**src/rtl/pipe_hazard_ctrl.sv**
```systemverilog
// Hazard, forwarding and data-memory wait sequencing beside the decode unit of a 5-stage MIPS pipe.
// Build option: define HAZ_FORWARD_EN for EX operand forwarding (then only load-use stalls).
module pipe_hazard_ctrl #(
  parameter int REG_AW      = 5,
  parameter bit RF_BYPASS   = 1'b1,
  parameter int MEM_TIMEOUT = 15
) (
  input  logic              clk,
  input  logic              reset,
  input  logic              id_valid,
  input  logic [REG_AW-1:0] id_rs,
  input  logic [REG_AW-1:0] id_rt,
  input  logic              id_use_rs,
  input  logic              id_use_rt,
  input  logic [REG_AW-1:0] id_dst,
  input  logic              id_reg_write,
  input  logic              id_mem_read,
  input  logic              id_mem_write,
  input  logic              ex_br_taken,
  input  logic              dmem_ack,
  output logic              pc_write,
  output logic              ifid_write,
  output logic              ifid_flush,
  output logic              idex_bubble,
  output logic              pipe_adv,
  output logic              pc_sel_br,
  output logic [1:0]        fwd_a,
  output logic [1:0]        fwd_b,
  output logic              dmem_req,
  output logic              mem_timeout
);

  localparam int CNT_W = $clog2(MEM_TIMEOUT + 1);

  typedef struct packed {
    logic [REG_AW-1:0] dst;
    logic [REG_AW-1:0] rs;
    logic [REG_AW-1:0] rt;
    logic              reg_write;
    logic              mem_read;
    logic              mem_acc;
  } stage_t;

  typedef enum logic {ST_RUN, ST_WAIT} state_t;

  function automatic logic hz_match(input logic vld, input stage_t s, input logic idv,
                                    input logic [REG_AW-1:0] rs, input logic [REG_AW-1:0] rt,
                                    input logic use_rs, input logic use_rt);
    return idv && vld && s.reg_write && (s.dst != '0) &&
           ((use_rs && (rs == s.dst)) || (use_rt && (rt == s.dst)));
  endfunction

  function automatic logic [CNT_W-1:0] sat_inc(input logic [CNT_W-1:0] c);
    return (c == {CNT_W{1'b1}}) ? c : c + 1'b1;
  endfunction

`ifdef HAZ_FORWARD_EN
  function automatic logic [1:0] fwd_sel(input logic [REG_AW-1:0] src, input stage_t m, input stage_t w);
    if (m.reg_write && (m.dst != '0) && (m.dst == src))      return 2'b10;
    else if (w.reg_write && (w.dst != '0) && (w.dst == src)) return 2'b01;
    else                                                      return 2'b00;
  endfunction
`endif

  stage_t           stg_p0, stg_p1, stg_p2;   // EX, MEM, WB shadows
  logic             vld_p0, vld_p1, vld_p2;
  stage_t           id_stg;
  state_t           state;
  logic [CNT_W-1:0] wcnt;
  logic [CNT_W-1:0] wcnt_nxt;
  logic             hz_ex, hz_mem, hz_wb;
  logic             raw_stall;
  logic             br_take;

  assign id_stg = '{dst: id_dst, rs: id_rs, rt: id_rt, reg_write: id_reg_write,
                    mem_read: id_mem_read, mem_acc: id_mem_read | id_mem_write};

  assign hz_ex  = hz_match(vld_p0, stg_p0, id_valid, id_rs, id_rt, id_use_rs, id_use_rt);
  assign hz_mem = hz_match(vld_p1, stg_p1, id_valid, id_rs, id_rt, id_use_rs, id_use_rt);
  assign hz_wb  = hz_match(vld_p2, stg_p2, id_valid, id_rs, id_rt, id_use_rs, id_use_rt);

`ifdef HAZ_FORWARD_EN
  assign raw_stall = hz_ex && stg_p0.mem_read;
  assign fwd_a     = reset ? 2'b00 : fwd_sel(stg_p0.rs, stg_p1, stg_p2);
  assign fwd_b     = reset ? 2'b00 : fwd_sel(stg_p0.rt, stg_p1, stg_p2);
`else
  assign raw_stall = hz_ex || hz_mem || (!RF_BYPASS && hz_wb);
  assign fwd_a     = 2'b00;
  assign fwd_b     = 2'b00;
`endif

  // Some fields and match terms are only consumed in one build configuration.
  logic unused_bits;
  assign unused_bits = ^{stg_p0, stg_p1, stg_p2, hz_mem, hz_wb};

  assign dmem_req = vld_p1 && stg_p1.mem_acc && !reset;
  assign pipe_adv = !reset && !(dmem_req && !dmem_ack);
  assign br_take  = ex_br_taken && pipe_adv && vld_p0;

  // A frozen pipe keeps every enable low, so stall and branch wait for the next advance.
  always_comb begin
    pc_write    = 1'b0;
    ifid_write  = 1'b0;
    ifid_flush  = 1'b0;
    idex_bubble = 1'b0;
    pc_sel_br   = 1'b0;
    if (reset) begin
      ifid_flush  = 1'b1;
      idex_bubble = 1'b1;
    end else if (br_take) begin
      pc_write    = 1'b1;
      ifid_write  = 1'b1;
      ifid_flush  = 1'b1;
      idex_bubble = 1'b1;
      pc_sel_br   = 1'b1;
    end else if (raw_stall && pipe_adv) begin
      idex_bubble = 1'b1;
    end else begin
      pc_write    = pipe_adv;
      ifid_write  = pipe_adv;
    end
  end

  // ---- ID -> EX -> MEM -> WB shadow advance ----
  always_ff @(posedge clk) begin
    if (reset) begin
      stg_p0 <= '0;
      stg_p1 <= '0;
      stg_p2 <= '0;
      vld_p0 <= 1'b0;
      vld_p1 <= 1'b0;
      vld_p2 <= 1'b0;
    end else if (pipe_adv) begin
      stg_p2 <= stg_p1;
      vld_p2 <= vld_p1;
      stg_p1 <= stg_p0;
      vld_p1 <= vld_p0;
      if (idex_bubble || !id_valid) begin
        stg_p0 <= '0;
        vld_p0 <= 1'b0;
      end else begin
        stg_p0 <= id_stg;
        vld_p0 <= 1'b1;
      end
    end
  end

  assign wcnt_nxt = sat_inc(wcnt);

  always_ff @(posedge clk) begin
    if (reset) begin
      state       <= ST_RUN;
      wcnt        <= '0;
      mem_timeout <= 1'b0;
    end else begin
      case (state)
        ST_RUN: begin
          if (dmem_req && !dmem_ack) begin
            state <= ST_WAIT;
            wcnt  <= '0;
          end
        end
        ST_WAIT: begin
          if (dmem_ack) begin
            state <= ST_RUN;
          end else begin
            wcnt <= wcnt_nxt;
            if (wcnt_nxt >= CNT_W'(MEM_TIMEOUT)) mem_timeout <= 1'b1;
          end
        end
        default: state <= ST_RUN;
      endcase
    end
  end

endmodule

```
**config.mk**
```make
export PLATFORM = sky130hd
export DESIGN_NAME = pipe_hazard_ctrl
export DESIGN_NICKNAME = d
export VERILOG_FILES = /design/src/rtl/pipe_hazard_ctrl.sv
export SDC_FILE = /design/constraint.sdc
export NUM_CORES = 1
export LEC_CHECK = 0
export ABC_AREA = 1
export CORE_AREA = 4 4 56 58
export CTS_BUF_LIST = sky130_fd_sc_hd__clkbuf_16
export DETAILED_ROUTE_END_ITERATION = 8
export DIE_AREA = 0 0 60 62
export DONT_BUFFER_PORTS = 1
export GPL_TIMING_DRIVEN = 0
export HOLD_SLACK_MARGIN = 0.05
export PLACE_DENSITY_LB_ADDON = 0.25
export SYNTH_ARGS = -nofsm -noshare
export SYNTH_HDL_FRONTEND = slang
export SYNTH_SLANG_ARGS = --single-unit
```
**constraint.sdc**
```tcl
create_clock -name clk -period 1.85 [get_ports clk]
set_input_delay 0.555 -clock clk [delete_from_list [all_inputs] [get_ports clk]]
set_output_delay 0.555 -clock clk [all_outputs]
set_load 0.01 [all_outputs]
```
==> results of run 1 <==
## registers in the layout (all words and copies together) (netlist names)
| register | cells |
|---|---|
| wcnt | 4 |
| state | 1 |
| stg_p1 | 7 |
| mem_timeout | 1 |
| vld_p0 | 1 |
| vld_p1 | 1 |
| stg_p0 | 7 |
## cell families after synthesis
| kind of cell | share of synthesized area, % |
|---|---|
| flip-flops | 31.5 |
| adder cells (fa/ha/maj) | 0.894 |
| other | 0.268 |
| AO/OA/AOI/OAI | 7.60 |
| buffers and inverters | 13.0 |
| AND/OR/NAND/NOR | 45.5 |
| XOR/XNOR | 1.25 |
## stage by stage
stage | instances | util (%) | setup WS (ns) | hold slack [ns] | area (um^2)
floorplan | 226 | - | -0.0801 | 0.426 | 1430
global placement | 257 | 55.1 | -0.195 | 0.442 | 1470
detailed placement | 257 | 55.1 | -0.200 | 0.446 | 1470
CTS | 269 | 63.4 | -0.173 | 0.440 | 1690
global route | 269 | 64.5 | -0.242 | 0.441 | 1720
finish | 269 | 64.5 | -0.160 | 0.438 | 1720
## report_power, final
group	internal (mW)	leakage [nW]	total [mW]	switching (mW)
registers	0.480	0.184	0.488	0.00808
clock network	0.429	0.0511	0.600	0.170
logic	0.0621	0.651	0.143	0.0804
## what timing repair did
action,4_1_cts,5_1_grt
gates resized for setup,25,14
setup endpoints to repair,4,4
setup buffers,8,0
pin swaps,11,17
## final cells by class
class                      instances  area [um^2]  share of cell area (%)
multi-input combinational        165          846                    49.3
sequential                        22          462                    26.9
inverter                          32          136                    7.94
clock buffer                       3         75.1                    4.37
buffer                             7         68.8                    4.01
timing repair buffer               8         60.1                    3.50
tap                               31         38.8                    2.26
clock inverter                     1         30.0                    1.75
## cell usage in the layout, fill, tap and decap left out, types with 7 or more instances in the layout
master,count
dfxtp_2,8
nand2_1,86
dfxtp_1,11
inv_1,17
nor2_2,7
inv_2,10
nor2_1,14
nand4_1,9
buf_4,13
nand3_1,7
## path summary, 6_finish.rpt
| kind | start | endpoint | cells after the start |
|---|---|---|---|
| min | id_dst[0] | stg_p0[13] | 2 |
| max reg2reg | vld_p1 | stg_p0[17] | 12 |
| max | stg_p0[13] | pc_write | 10 |
| min reg2reg | stg_p0[0] | stg_p1[0] | 2 |
## metal layers
layer	GRT usage (%)	up-vias	wire [um]
li1	-	719	-
met1	25.4	593	1480
met2	28.9	43	1410
met3	4.75	9	259
met4	7.91	0	74
met5	0	-	0
==> key figures, run 1 <==
Synthesis
  • Avg Inst Size Synth: 6.27 um^2
  • Fraction of registers with async set/reset: 0%
  • Yosys cell types: 26
  • Cells after Synth: 223
  • Post-synth top area share: about a third
  • Seq cells post-synth: 22
  • Post-synth top area cell: dfxtp_1
  • EDFF count, synth: 0
  • Commonest cells in the netlist: nand2_1, inv_1, dfxtp_1
  • Seq/Total Area, Yosys: a little under a third
  • Yosys warns: 0
  • Cell Area, Synth: approximately 1400 um^2
  • Ys flop type: dfxtp_1
  • Dominant cells by area after synthesis: dfxtp_1, nand2_1, inv_1
  • Most common cell in the synthesized netlist: nand2_1

Final layout
  • Fillers: 240
  • Synth-to-Final Area Change: 22.7%
  • Final #Nets: around 270
  • Layout cells sized above 1: 28.6%
  • Diodes inserted: 0

Worst setup path
  • Crit-path cells: inv_4 > nand2_2 > nand2_2 > nor2_2 > nand3_1 > nand2_1 > nand2_1 > nand2_2 > o22ai_4 > buf_6
  • Delay-heaviest family, CP: simple AND/OR/NAND/NOR gates
  • Most frequent CP cell: nand2_2
  • Worst path slowest cell: dfxtp_4
  • Critical path required time: 1.29 ns
  • Worst EP arrival: 1.45 ns
  • Worst-path fanout max: 5
  • Crit path kind: flop to output pin
  • R2R Setup Slk: 0.33 ns
  • Worst setup EP type: output pin
  • Max stage delay on crit path: 0.37 ns
  • CP bufs+invs: 2
  • Startpoint types: flop

Route
  • Drt initial violations: between 40 and 50
  • WL final: around 3.2 mm
  • Via count: 1364
  • Initial DRT Pass Iterations: 4
  • Post-DRT Antenna Nets: 0
  • DR WL/cell: roughly 12 um
  • Vias per cell: around 5
  • Drt drc: 0

Floorplan
  • Cell row count: 19
  • # IOs: 37
  • Die area: 3720 um^2
  • Core Region: 2660 um^2
  • Die Wd: 60 um
  • Initial core utilization: between 50% and 60%
  • Die Y: 62 um

Global route
  • Wire length of the first global-routing pass: 5.21 mm
  • Vias in the first global route: 1211
  • Grt ovf: 0
  • Tot GR Track Use: 18.9%
  • Initial antenna violation count: 0
  • Pin count of the biggest net entering global routing: 14

Timing
  • Final Hold Violating Endpoints: 0
  • Fmax: 498 MHz
  • Max Slew Vio Count: 0
  • RSZ-0062 raised after global routing: true
  • Final WS setup: -0.160 ns
  • Final period utilization: 109%
  • Period minus WS final: between 2 and 2.5 ns
  • Sum Neg Setup Slack: -0.351 ns
  • Final clock skew: 0.00128 ns
  • Final Setup Violations: 4

CTS
  • CTS Buf Count: 3
  • Clk Latency, worst-skew pair: approximately 0.25 ns
  • Clock Tree Root: clkbuf_16
  • Post-CTS Hold Buffers: 0
  • CTS tree: built
  • Total clock sinks: 22
  • Clk slew on worst S/H paths: 0.06 ns
  • CTS max path bufs: 2
  • H-tree levels: 1

Pwr
  • Lkg Pwr: roughly 0.9 nW
  • VDD IR max: 0.000528 V
  • PwrDens: 717 nW/um^2
  • Pwr Total: 1.23 mW

Worst hold path
  • Worst Hold Class: primary input to flop

Placement
  • Placer Congestion: 0.892
  • DP Wirelength: 2.33 mm
  • Number of port buffers: 0

Run status
  • Failing checks: setup timing
  • Status: finished, violations left

Job
  • Max-Cap Viols: 0
(Power assumes the default switching activity.)
==> run 2, diff against run 1 <==
TNS_END_PERCENT = 10   (was default)
==> run 2 against run 1 <==
Net effect: the run still ends with setup timing left; cell count fell by 1.5%; combinational power fell by 7%; via count fell by 0.22%; global-route usage fell by 0.22 points; die area did not move; cell area fell by 2.0%; sequential power barely moved; sequential share of layout area rose by 0.47 points; routed wire length rose by 1.7%; count of clock-buffer cells in the layout did not move; critical path type unchanged; largest power group unchanged; highest routed layer unchanged.
==> key figures, run 2 (same netlist as run 1, synthesis figures left out) <==
Worst setup path
  • Critical path required time: 1.29 ns (about the same)
  • Worst-path fanout max: 4 (-1)
  • CP startpoint: stg_p0[16]
  • Worst setup EP type: output pin
  • Worst path slowest cell: dfxtp_4
  • Worst EP arrival: 1.47 ns (+0.02 ns)
  • Startpoint types: flop
  • Max stage delay on crit path: 0.38 ns (about the same)
  • Most frequent CP cell: nand2_2
  • FF-to-FF End: stg_p0[0]
  • Register-to-Register Path Depth: 9 (-3)
  • R2r startpoint: vld_p1
  • Crit-path cells: inv_4 > nand2_2 > nand2_2 > nor2_2 > nand3_1 > nand2_1 > nand2_1 > nand2_2 > o22ai_4 > buf_6
  • R2R Setup Slk: 0.37 ns (+0.04 ns)
  • Crit path kind: flop to output pin

Run status
  • Status: finished, violations left
  • Failing checks: setup timing

Route
  • Via count: 1361 (-0.22%)
  • WL final: 3.28 mm (+1.7%)
  • Drt initial violations: 35 (-19%)
  • Initial DRT Pass Iterations: 4 (unchanged)
  • Post-DRT Antenna Nets: 0 (unchanged)
  • Drt drc: 0 (unchanged)
  • Vias per cell: 5.14 (+1.3%)
  • DR WL/cell: 12.4 um (+3.2%)

Global route
  • Tot GR Track Use: 18.7% (-0.22 points)
  • Initial antenna violation count: 0 (unchanged)
  • Vias in the first global route: 1238 (+2.2%)
  • Grt ovf: 0 (unchanged)
  • Pin count of the biggest net entering global routing: 14 (unchanged)
  • Wire length of the first global-routing pass: 5.22 mm (+0.27%)

Final layout
  • Biggest regs: stg_p0 x7, stg_p1 x7, wcnt x4
  • Cell area after layout: 1680 um^2 (-2.0%)
  • Commonest non-fill, non-tap cell in the layout: nand2_1
  • Final #Nets: 261 (-1.5%)
  • Layout cells sized above 1: 28.6% (+0.061 points)
  • Fillers: 246 (+2.5%)
  • Synth-to-Final Area Change: 20.3%
  • Leading cell types in the layout, fill and taps excluded: nand2_1, inv_1, nor2_1, dfxtp_1, inv_2
  • Final core utilization: 63.2% (-1.3 points)
  • Diodes inserted: 0 (unchanged)

Job
  • Max-Cap Viols: 0 (unchanged)

Pwr
  • Lkg Pwr: 0.871 nW (-1.8%)
  • PwrDens: 727 nW/um^2 (+1.4%)
  • VDD IR max: 0.000524 V (-0.81%)
  • Pwr Total: 1.22 mW (-0.59%)

Floorplan
  • Initial core utilization: 52.5% (unchanged)
  • Cell row count: 19 (unchanged)
  • Core Region: 2660 um^2 (unchanged)
  • Die area: 3720 um^2 (unchanged)
  • # IOs: 37 (unchanged)
  • Die Y: 62 um (unchanged)
  • Die Wd: 60 um (unchanged)

CTS
  • H-tree levels: 1 (unchanged)
  • Clk Latency, worst-skew pair: 0.25 ns (about the same)
  • CTS max path bufs: 2 (unchanged)
  • CTS tree: built
  • CTS Buf Count: 3 (unchanged)
  • Clk slew on worst S/H paths: 0.06 ns (about the same)
  • Total clock sinks: 22 (unchanged)
  • Clock Tree Root: clkbuf_16

Timing
  • RSZ-0062 raised after global routing: true
  • Final Setup Violations: 4 (unchanged)
  • Final clock skew: 0.00428 ns (+0.00300 ns)
  • Max Slew Vio Count: 0 (unchanged)
  • Final period utilization: 109% (+0.85 points)
  • Fmax: 494 MHz (-0.78%)
  • Period minus WS final: 2.03 ns (+0.0158 ns)
  • Final Hold Violating Endpoints: 0 (unchanged)
  • Final WS setup: -0.175 ns (-0.0158 ns)

Placement
  • DP Wirelength: 2.40 mm (+3.2%)
  • Placed cell area: 1460 um^2 (-0.60%)
  • Placer Congestion: 0.872 (-2.2%)
  • Number of port buffers: 0 (unchanged)

Worst hold path
  • Cells on Worst Hold Path: 2 (unchanged)
  • Min-Delay Endpoint: stg_p0[13]
  • Startpoint of the worst hold path: id_dst[0]
  • Worst Hold Class: primary input to flop
==> run 2: repair_timing <==
item                       in CTS  in global routing
setup endpoints to repair       5                  4
pin swaps                       8                 12
hold buffers                    0                  0
gates resized for setup        25                 17
buffers inserted                3                  1
==> run 2: cell type report <==
type	count	area [um^2]	area share, %
multi-input combinational	165	856	50.9
sequential	22	460	27.4
inverter	32	133	7.88
clock buffer	3	75.1	4.46
buffer	7	60.1	3.57
tap	31	38.8	2.30
clock inverter	1	30.0	1.78
timing repair buffer	4	30.0	1.78
==> run 2: where the power goes <==
group	internal, mW	switching, mW	total, mW	leakage (nW)
Combinational	0.0539	0.0793	0.133	0.636
Clock	0.430	0.172	0.602	0.0511
Sequential	0.480	0.00830	0.489	0.184
==> run 2: stage by stage <==
step	hold WS [ns]	setup WS, ns	TNS [ns]	instances
3_3_place_gp	0.443	-0.211	-0.656	257
6_report	0.444	-0.175	-0.442	265
4_1_cts	0.441	-0.161	-0.431	264
5_1_grt	0.447	-0.267	-0.788	265
3_5_place_dp	0.446	-0.231	-0.715	257
2_1_floorplan	0.426	-0.0938	-0.272	226
==> run 2: worst max-delay path by stage <==
stage	end
floorplan	pc_write
global placement	ifid_flush
detailed placement	ifid_flush
CTS	pc_write
global route	pc_write
finish	pc_write
==> run 2: layer usage <==
layer	wire [um]	vias to the layer above	share of wire (%)	track usage, %
li1	-	712	-	-
met1	1510	591	46	25.0
met2	1450	48	44	28.7
met3	229	10	7.0	3.93
met4	93	0	2.8	8.86
met5	0	-	0	0
==> run 2: critical path: cells and delay by family, from the launching register on <==
family | cells | cell delay, ns
buffers and inverters | 2 | 0.18
and+or+nand+nor | 7 | 0.56
DFF | 1 | 0.38
AOI/OAI and AO/OA | 1 | 0.10
==> run 3, diff against run 2 <==
MAX_ROUTING_LAYER = met4   (was default)
==> run 3 against run 2 <==
Net effect: the flow still finishes with violations (setup timing); critical endpoint unchanged; non-clock buffer count unchanged; global-route usage is 0.63 points higher; power barely moved; worst setup slack gained 0.0019 ns; routed wire length grew 0.37%; sequential cell count unchanged.
==> key figures, run 3 (same netlist as run 1, synthesis figures left out) <==
CTS
  • CTS max path bufs: 2 (unchanged)
  • CTS tree: built
  • Clk slew on worst S/H paths: 0.06 ns (about the same)
  • CTS Buf Count: 3 (unchanged)
  • Clk Latency, worst-skew pair: 0.25 ns (about the same)
  • Post-CTS Hold Buffers: 0 (unchanged)
  • H-tree levels: 1 (unchanged)
  • Clock Tree Root: clkbuf_16
  • Total clock sinks: 22 (unchanged)

Final layout
  • Commonest non-fill, non-tap cell in the layout: nand2_1
  • Leading cell types in the layout, fill and taps excluded: nand2_1, inv_1, nor2_1, dfxtp_1, inv_2
  • Diodes inserted: 0 (unchanged)
  • Fillers: 246 (unchanged)
  • Layout cells sized above 1: 28.6% (unchanged)
  • Cell area after layout: 1680 um^2 (unchanged)
  • Synth-to-Final Area Change: 20.3% (unchanged)
  • Biggest regs: stg_p0 x7, stg_p1 x7, wcnt x4
  • Final #Nets: 261 (unchanged)

Global route
  • Initial antenna violation count: 0 (unchanged)
  • Tot GR Track Use: 19.3% (+0.63 points)
  • Wire length of the first global-routing pass: 5.23 mm (+0.13%)
  • Grt ovf: 0 (unchanged)
  • Pin count of the biggest net entering global routing: 14 (unchanged)
  • Vias in the first global route: 1233 (-0.40%)

Floorplan
  • # IOs: 37 (unchanged)
  • Die area: 3720 um^2 (unchanged)
  • Die Wd: 60 um (unchanged)
  • Die Y: 62 um (unchanged)
  • Initial core utilization: 52.5% (unchanged)
  • Cell row count: 19 (unchanged)
  • Core Region: 2660 um^2 (unchanged)

Worst setup path
  • Startpoint types: flop
  • Worst Setup EP: pc_write
  • Crit path kind: flop to output pin
  • R2R Setup Slk: 0.38 ns (about the same)
  • FF-to-FF End: stg_p0[0]
  • Worst-path fanout max: 4 (unchanged)
  • R2r startpoint: vld_p1
  • Critical path required time: 1.29 ns (about the same)
  • Worst EP arrival: 1.47 ns (about the same)
  • Worst setup EP type: output pin
  • CP startpoint: stg_p0[16]
  • Register-to-Register Path Depth: 9 (unchanged)

Route
  • Via count: 1366 (+0.37%)
  • DR WL/cell: 12.4 um (+0.37%)
  • Post-DRT Antenna Nets: 0 (unchanged)
  • WL final: 3.29 mm (+0.37%)
  • Vias per cell: 5.15 (+0.37%)
  • Drt initial violations: 47 (+34%)
  • Drt drc: 0 (unchanged)
  • Initial DRT Pass Iterations: 4 (unchanged)

Run status
  • Status: finished, violations left
  • Failing checks: setup timing

Timing
  • Final Setup Violations: 4 (unchanged)
  • Period minus WS final: 2.02 ns (-0.00191 ns)
  • Final WS setup: -0.173 ns (+0.00191 ns)
  • Sum Neg Setup Slack: -0.436 ns (+0.00600 ns)
  • RSZ-0062 raised after global routing: true
  • Fmax: 494 MHz (about the same)
  • Final clock skew: 0.00371 ns (-0.000575 ns)
  • Final period utilization: 109% (about the same)
  • Final Hold Violating Endpoints: 0 (unchanged)
  • Max Slew Vio Count: 0 (unchanged)

Placement
  • Number of port buffers: 0 (unchanged)
  • DP Wirelength: 2.40 mm (unchanged)
  • Placed cell area: 1460 um^2 (unchanged)
  • Placer Congestion: 0.886 (+1.6%)

Job
  • Max-Cap Viols: 0 (unchanged)

Pwr
  • Lkg Pwr: 0.871 nW (unchanged)
  • PwrDens: 728 nW/um^2 (about the same)
  • VDD IR max: 0.000524 V (about the same)

Worst hold path
  • Startpoint of the worst hold path: id_dst[0]
  • Worst Hold Class: primary input to flop
run 3: cell counts in the layout (fill, tap and decap cells not counted):
No cell type changed its count.
run 3: layout make-up:
class | instances | area, um^2 | share of cell area, %
Multi-Input combinational cell | 165 | 856 | 50.9
Sequential cell | 22 | 460 | 27.4
Inverter | 32 | 133 | 7.88
Clock buffer | 3 | 75.1 | 4.46
Buffer | 7 | 60.1 | 3.57
Tap cell | 31 | 38.8 | 2.30
Clock inverter | 1 | 30.0 | 1.78
Timing Repair Buffer | 4 | 30.0 | 1.78
run 3: timing repair:
item                                    CTS  global route
endpoints found under the setup margin    5             4
cloned                                    0             0
endpoints found under the hold margin     0             0
pin swaps                                 8            12
resized for setup                        25            17
buffers inserted                          3             1
run 3: stage by stage:
stage | utilization [%] | cells | worst slack, ns | hold slack [ns] | total power, mW
after global placement | 54.7 | 257 | -0.211 | 0.443 | 0.611
after detailed placement | 54.7 | 257 | -0.231 | 0.446 | 0.612
after CTS | 61.5 | 264 | -0.161 | 0.441 | 1.22
after global routing | 63.2 | 265 | -0.267 | 0.447 | 1.26
after floorplan | - | 226 | -0.0938 | 0.426 | 0.595
final | 63.2 | 265 | -0.173 | 0.444 | 1.22
run 3: worst min path at each step:
stage / depth (start not counted) / endpoint
after CTS: 2 / stg_p0[16]
after detailed placement: 2 / stg_p0[2]
after global routing: 2 / stg_p0[2]
after global placement: 2 / stg_p0[2]
after floorplan: 2 / stg_p0[2]
final: 2 / stg_p0[13]
run 3: worst max-delay path, stage by stage (launching register included):
cell,delay [ns]
dfxtp_4,0.38
inv_4,0.05
nand2_2,0.06
nand2_2,0.06
nor2_2,0.12
nand3_1,0.07
nand2_1,0.07
nand2_1,0.06
nand2_2,0.12
o22ai_4,0.10
buf_6,0.13
run 3: metal layers:
metal	track usage [%]	routed length (um)	vias up
met5	-	0	-
met4	8.86	86	0
met3	3.51	228	10
met2	28.7	1460	47
met1	25.4	1510	597
li1	-	-	712
run 3: where the power goes:
part | switching, mW | internal [mW]
logic | 0.0792 | 0.0539
clock network | 0.173 | 0.430
registers | 0.00832 | 0.480
